===== src/rtl/spi_master.sv =====
// Full-duplex SPI master with configurable word width and CPOL/CPHA mode.
// Captures MISO, pulses DONE per word and can hold chip select across words.
module spi_master #(
   parameter int CLK_FREQ   = 100000000,
   parameter int SPI_FREQ   = 1000000,
   parameter int DATA_WIDTH = 8,
   parameter bit CPOL       = 1'b0,
   parameter bit CPHA       = 1'b0
) (
   input  logic                  CLK_100MHz,
   input  logic                  RESET_N,
   input  logic                  LOAD,
   input  logic                  KEEP_CS,
   input  logic                  DROP_CS,
   input  logic [DATA_WIDTH-1:0] IN,
   output logic                  BUSY,
   output logic                  DONE,
   output logic [DATA_WIDTH-1:0] OUT,
   output logic                  SCK,
   output logic                  SDI,
   input  logic                  SDO,
   output logic                  CSX
);

   localparam int HALF_RAW = CLK_FREQ / SPI_FREQ / 2;
   localparam int HALF     = (HALF_RAW < 1) ? 1 : HALF_RAW;
   localparam int CNT_W    = (HALF > 1) ? $clog2(HALF) : 1;
   localparam int EDGES    = 2 * DATA_WIDTH;
   localparam int EDGE_W   = $clog2(EDGES + 1);
   localparam logic [CNT_W-1:0]  CNT_LAST = CNT_W'(HALF - 1);
   localparam logic [EDGE_W-1:0] EDGE_PEN = EDGE_W'(EDGES - 1);

   typedef enum logic [2:0] {
      S_IDLE, S_LEAD, S_SHIFT, S_TRAIL, S_HELD, S_GAP
   } state_t;

   state_t                state_q, state_d;
   logic [CNT_W-1:0]      cnt_q, cnt_d;
   logic [EDGE_W-1:0]     edge_cnt_q, edge_cnt_d;
   logic [DATA_WIDTH-1:0] tx_q, tx_d;
   logic [DATA_WIDTH-1:0] rx_q, rx_d;
   logic [DATA_WIDTH-1:0] out_q, out_d;
   logic                  keep_q, keep_d;
   logic                  sck_q, sck_d;
   logic                  sdi_q, sdi_d;
   logic                  csx_q, csx_d;
   logic                  busy_q, busy_d;
   logic                  done_q, done_d;
   logic                  half_end;
   logic                  start;

   // NOTE: every _d gets a default before the case so no path leaves a latch.
   always_comb begin
      state_d    = state_q;
      cnt_d      = cnt_q;
      edge_cnt_d = edge_cnt_q;
      tx_d       = tx_q;
      rx_d       = rx_q;
      out_d      = out_q;
      keep_d     = keep_q;
      sck_d      = sck_q;
      sdi_d      = sdi_q;
      csx_d      = csx_q;
      done_d     = 1'b0;
      half_end   = (cnt_q == CNT_LAST);
      start      = LOAD && (state_q == S_IDLE || state_q == S_HELD);

      if (state_q != S_IDLE && state_q != S_HELD)
         cnt_d = half_end ? '0 : cnt_q + CNT_W'(1);

      case (state_q)
         S_IDLE, S_HELD: begin
            if (start) begin
               state_d    = S_LEAD;
               cnt_d      = '0;
               edge_cnt_d = '0;
               keep_d     = KEEP_CS;
               csx_d      = 1'b0;
               // CPHA=0 presents the MSB before the first leading edge.
               if (CPHA) begin
                  tx_d = IN;
               end else begin
                  tx_d  = {IN[DATA_WIDTH-2:0], 1'b0};
                  sdi_d = IN[DATA_WIDTH-1];
               end
            end else if (state_q == S_HELD && DROP_CS) begin
               state_d = S_GAP;
               cnt_d   = '0;
               csx_d   = 1'b1;
            end
         end
         S_LEAD: begin
            if (half_end) state_d = S_SHIFT;
         end
         S_SHIFT: begin
            if (half_end) begin
               edge_cnt_d = edge_cnt_q + EDGE_W'(1);
               sck_d      = ~sck_q;
               // Even edge count means the upcoming edge is odd (leading).
               if (edge_cnt_q[0] == CPHA) begin
                  rx_d = {rx_q[DATA_WIDTH-2:0], SDO};
               end else if (edge_cnt_q != EDGE_PEN) begin
                  sdi_d = tx_q[DATA_WIDTH-1];
                  tx_d  = {tx_q[DATA_WIDTH-2:0], 1'b0};
               end
               if (edge_cnt_q == EDGE_PEN) state_d = S_TRAIL;
            end
         end
         S_TRAIL: begin
            if (half_end) begin
               out_d  = rx_q;
               done_d = 1'b1;
               if (keep_q) begin
                  state_d = S_HELD;
               end else begin
                  state_d = S_GAP;
                  csx_d   = 1'b1;
               end
            end
         end
         S_GAP: begin
            if (half_end) state_d = S_IDLE;
         end
         default: state_d = S_IDLE;
      endcase

      busy_d = (state_d == S_LEAD) || (state_d == S_SHIFT) ||
               (state_d == S_TRAIL) || (state_d == S_GAP);
   end

   // NOTE: sequential state uses non-blocking assignments only.
   always_ff @(posedge CLK_100MHz or negedge RESET_N) begin
      if (!RESET_N) begin
         state_q    <= S_IDLE;
         cnt_q      <= '0;
         edge_cnt_q <= '0;
         tx_q       <= '0;
         rx_q       <= '0;
         out_q      <= '0;
         keep_q     <= 1'b0;
         sck_q      <= CPOL;
         sdi_q      <= 1'b0;
         csx_q      <= 1'b1;
         busy_q     <= 1'b0;
         done_q     <= 1'b0;
      end else begin
         state_q    <= state_d;
         cnt_q      <= cnt_d;
         edge_cnt_q <= edge_cnt_d;
         tx_q       <= tx_d;
         rx_q       <= rx_d;
         out_q      <= out_d;
         keep_q     <= keep_d;
         sck_q      <= sck_d;
         sdi_q      <= sdi_d;
         csx_q      <= csx_d;
         busy_q     <= busy_d;
         done_q     <= done_d;
      end
   end

   assign BUSY = busy_q;
   assign DONE = done_q;
   assign OUT  = out_q;
   assign SCK  = sck_q;
   assign SDI  = sdi_q;
   assign CSX  = csx_q;

endmodule

===== config.mk =====
export PLATFORM = sky130hd
export DESIGN_NAME = spi_master
export DESIGN_NICKNAME = d
export VERILOG_FILES = /design/src/rtl/spi_master.sv
export SDC_FILE = /design/constraint.sdc
export NUM_CORES = 1
export LEC_CHECK = 0
export CAP_MARGIN = 10
export CORE_UTILIZATION = 55
export CTS_CLUSTER_SIZE = 16
export DETAILED_ROUTE_END_ITERATION = 8
export PLACE_DENSITY_LB_ADDON = 0.2
export SYNTH_ARGS = -nofsm -noshare
export SYNTH_HDL_FRONTEND = slang
export SYNTH_SLANG_ARGS = --single-unit

===== constraint.sdc =====
create_clock -name CLK_100MHz -period 3.09 [get_ports CLK_100MHz]
set_input_delay 0.309 -clock CLK_100MHz [delete_from_list [all_inputs] [get_ports CLK_100MHz]]
set_output_delay 0.309 -clock CLK_100MHz [all_outputs]
set_load 0.05 [all_outputs]

==> results by group <==
Status
  • Status: finished clean

Floorplan
  • Core Footprint: 0.003363 mm2
  • Initial core utilization: 58.15%
  • Core Rows: 21
  • IO Pins: 27
  • Die footprint: 0.003798 mm2
  • Die width: 61.63 um
  • Chip height: 61.63 um

Placed design
  • HPWL Detailed: 2751 um
  • DP Worst Slack: 1.093 ns
  • DP Cell Count: 240
  • Routability congestion estimate: 0.8530
  • Port Buf Inserts: 26

Logic synthesis
  • Avg Cell Area, Syn: 11.37 um2
  • Mux share of post-synthesis cell area: 9.789%
  • Cells after synthesis: 172
  • Synthesis-stage register bit count: 43
  • Main flop type after synthesis: dfrtp_1
  • Register area share after synthesis: 55.09%
  • Yosys warns: 0
  • Yosys top cell area share: 53.74%
  • Largest family of logic cells by synthesized area: simple AND/OR/NAND/NOR gates
  • Post-synth top cells: 42 x dfrtp_1, 17 x mux2_2, 12 x o21ai_0
  • Synth area leaders: dfrtp_1 54%, mux2_2 9.8%, o21ai_0 3.1%, a21oi_1 2.8%, ha_1 2.6%
  • Number of flops mapped to enable cells by yosys: 0
  • Library cells used by synthesis: 38
  • Count leader, synth: dfrtp_1
  • Synthesized Nets: 190
  • XOR/XNOR Fraction of Synth Area: 0.8957%
  • Post-Synth Simple-Gate Area: 15.74%
  • FFs w/ async S/R, synth: 100.0%
  • Adder-cell area share of the yosys netlist: 2.559%
  • Mapped Area: 0.001956 mm2
  • Leading area contributor after synthesis: dfrtp_1
  • Synth Area in Compound Gates: 12.73%

Clock tree
  • # H-tree levels: 2
  • TritonCTS Buffers: 5
  • CTS tree: built
  • CTS Hold Bufs: 0
  • Clock slew at reported path FFs: 0.12 ns
  • Post-CTS resize count: 0
  • Clock sink count: 43
  • Root Driver: clkbuf_4
  • Worst-skew pair later-pin latency: 0.35 ns
  • Clk buf depth: 2
  • Post-CTS Setup Inserts: 0

Pwr
  • Cell leakage power: 1.062 nW
  • Pwr/cell area: 627.3 mW/mm2
  • Pint: 0.9477 mW
  • Net switching power: 0.4997 mW
  • Comb pwr share: 23.3%
  • Clock power frac: 19.6%
  • Sequential Power Share: 57.1%
  • Max VDD drop: 0.4475 mV
  • Switching Fraction: 34.52%

STA
  • WHS: 0.07292 ns
  • Fin. Hold Viols: 0
  • Clock skew: 0.008955 ns
  • Final min period: 2.038 ns
  • Slew Limit Fails: 0
  • Final worst slack: 1.052 ns
  • Setup TNS: 0 ns
  • Period Utilization, post-route: 65.95%
  • Highest Clock Rate: 0.4907 GHz
  • RSZ-0062 raised after global routing: no
  • Max transition margin: 38.37%
  • Slew @ Worst Pin: 0.9244 ns
  • Final Setup Violations: 0

Global route
  • Vias in the first global route: 1,358
  • Grt total ovfl: 0
  • GR Util All Layers: 22.57%
  • Largest net degree at the start of global routing: 44
  • First-pass GRT wire length: 6058 um
  • Initial antenna violation count: 0

Flow run
  • Maxcap violations: 0

Critical path
  • CP Data Required Time: 3.32 ns
  • Critical Path Fanout Max: 7
  • Setup crit end kind: flop
  • WP data arrival: 2.26 ns
  • Critical path type: flop to flop
  • Worst-case reg-to-reg path depth: 7
  • CP startpoint kind: flop

Detailed routing
  • Wire per inst: 15.66 um
  • Drt pass-1 iters: 4
  • Initial drt markers: 73
  • DRT Wirelength: 3884 um
  • DRC Markers: 0
  • Via count: 1,427
  • Routed Antenna Nets: 0
  • DR vias/cell: 5.754

Final layout
  • Final nets: 219
  • Layout cells sized above 1: 14.85%
  • Layout area overhead: 17.98%
  • Post-Layout Cell Count: 248
  • # diodes: 0

Hold path
  • Worst hold path type: input port to async pin
==> power groups by stage <==
stage	sequential, mW	clock, mW	combinational, mW
finish	0.826	0.284	0.337
global route	0.844	0.316	0.373
CTS	0.825	0.295	0.341
detailed placement	0.835	0	0.337
global placement	0.824	0	0.311
floorplan	0.850	0	0.188
==> critical path, stage by stage (launching register included) <==
cell and delay [ns]:
dfrtp_1 0.51, ha_1 0.28, and3_1 0.19, ha_1 0.20
nor2b_1 0.19, nand3_1 0.26, o22ai_1 0.22, a21oi_1 0.06
==> kinds of logic after synthesis <==
logic type      count (synthesis)
buf+inv                        15
xor+xnor                        2
mux                            17
fa+ha+maj                       4
flops                          43
compound gates                 40
simple gates                   51
==> cell type report <==
class                           count  area, um2
Clock buffer                        7      55.05
Clock inverter                      1      5.005
Fill cell                         278       1056
Inverter                           11      41.29
Multi-Input combinational cell    114      815.8
Sequential cell                    43       1077
Tap cell                           46      57.56
Timing Repair Buffer               26      255.2
==> cell usage in the layout (no fill, tap or decap), types with 4 or more instances in the layout <==
master            n
a21oi_1          11
and2_1            4
clkbuf_4          5
clkdlybuf4s50_1  25
dfrtp_1          42
ha_1              4
inv_1            11
mux2_2           17
nand2_1          11
nand3_1           9
nor2_1            5
o21ai_0          12
o22ai_1           7
==> registers in the layout (all words and copies together) (netlist names) <==
name and flops:
CSX 1, BUSY 1, state_q 3, SDI 1, cnt_q 6, OUT 8, edge_cnt_q 5, keep_q 1
SCK 1, rx_q 8, tx_q 7, DONE 1
==> per-layer routing <==
| metal | wire (um) | vias up | global-route usage [%] |
|---|---|---|---|
| met5 | 0 | - | 0 |
| met4 | 80 | 0 | 9.524 |
| met3 | 187 | 9 | 6.092 |
| met2 | 1990 | 40 | 36.71 |
| met1 | 1625 | 705 | 28.49 |
| li1 | - | 673 | - |
==> path summary, 6_finish.rpt <==
check	startpoint	end	slack [ns]
worst min-delay path	RESET_N	DONE	0.07
worst max-delay path	edge_cnt_q[0]	tx_q[7]	1.05
min in group CLK_100MHz	SCK	SCK	0.50
max in group asynchronous	RESET_N	state_q[1]	2.43
worst min register to register	SCK	SCK	0.50
worst max register to register	edge_cnt_q[0]	tx_q[7]	1.05
==> stage by stage <==
stage               power (mW)  cell area [um2]  util (%)
finish                   1.447             2307     68.60
detailed placement       1.173             2247     66.82
floorplan                1.038             1956         -
global placement         1.136             2247     66.82
CTS                      1.461             2307     68.60
global route             1.532             2307     68.60
Note: power is estimated with default switching activity, not from simulation.
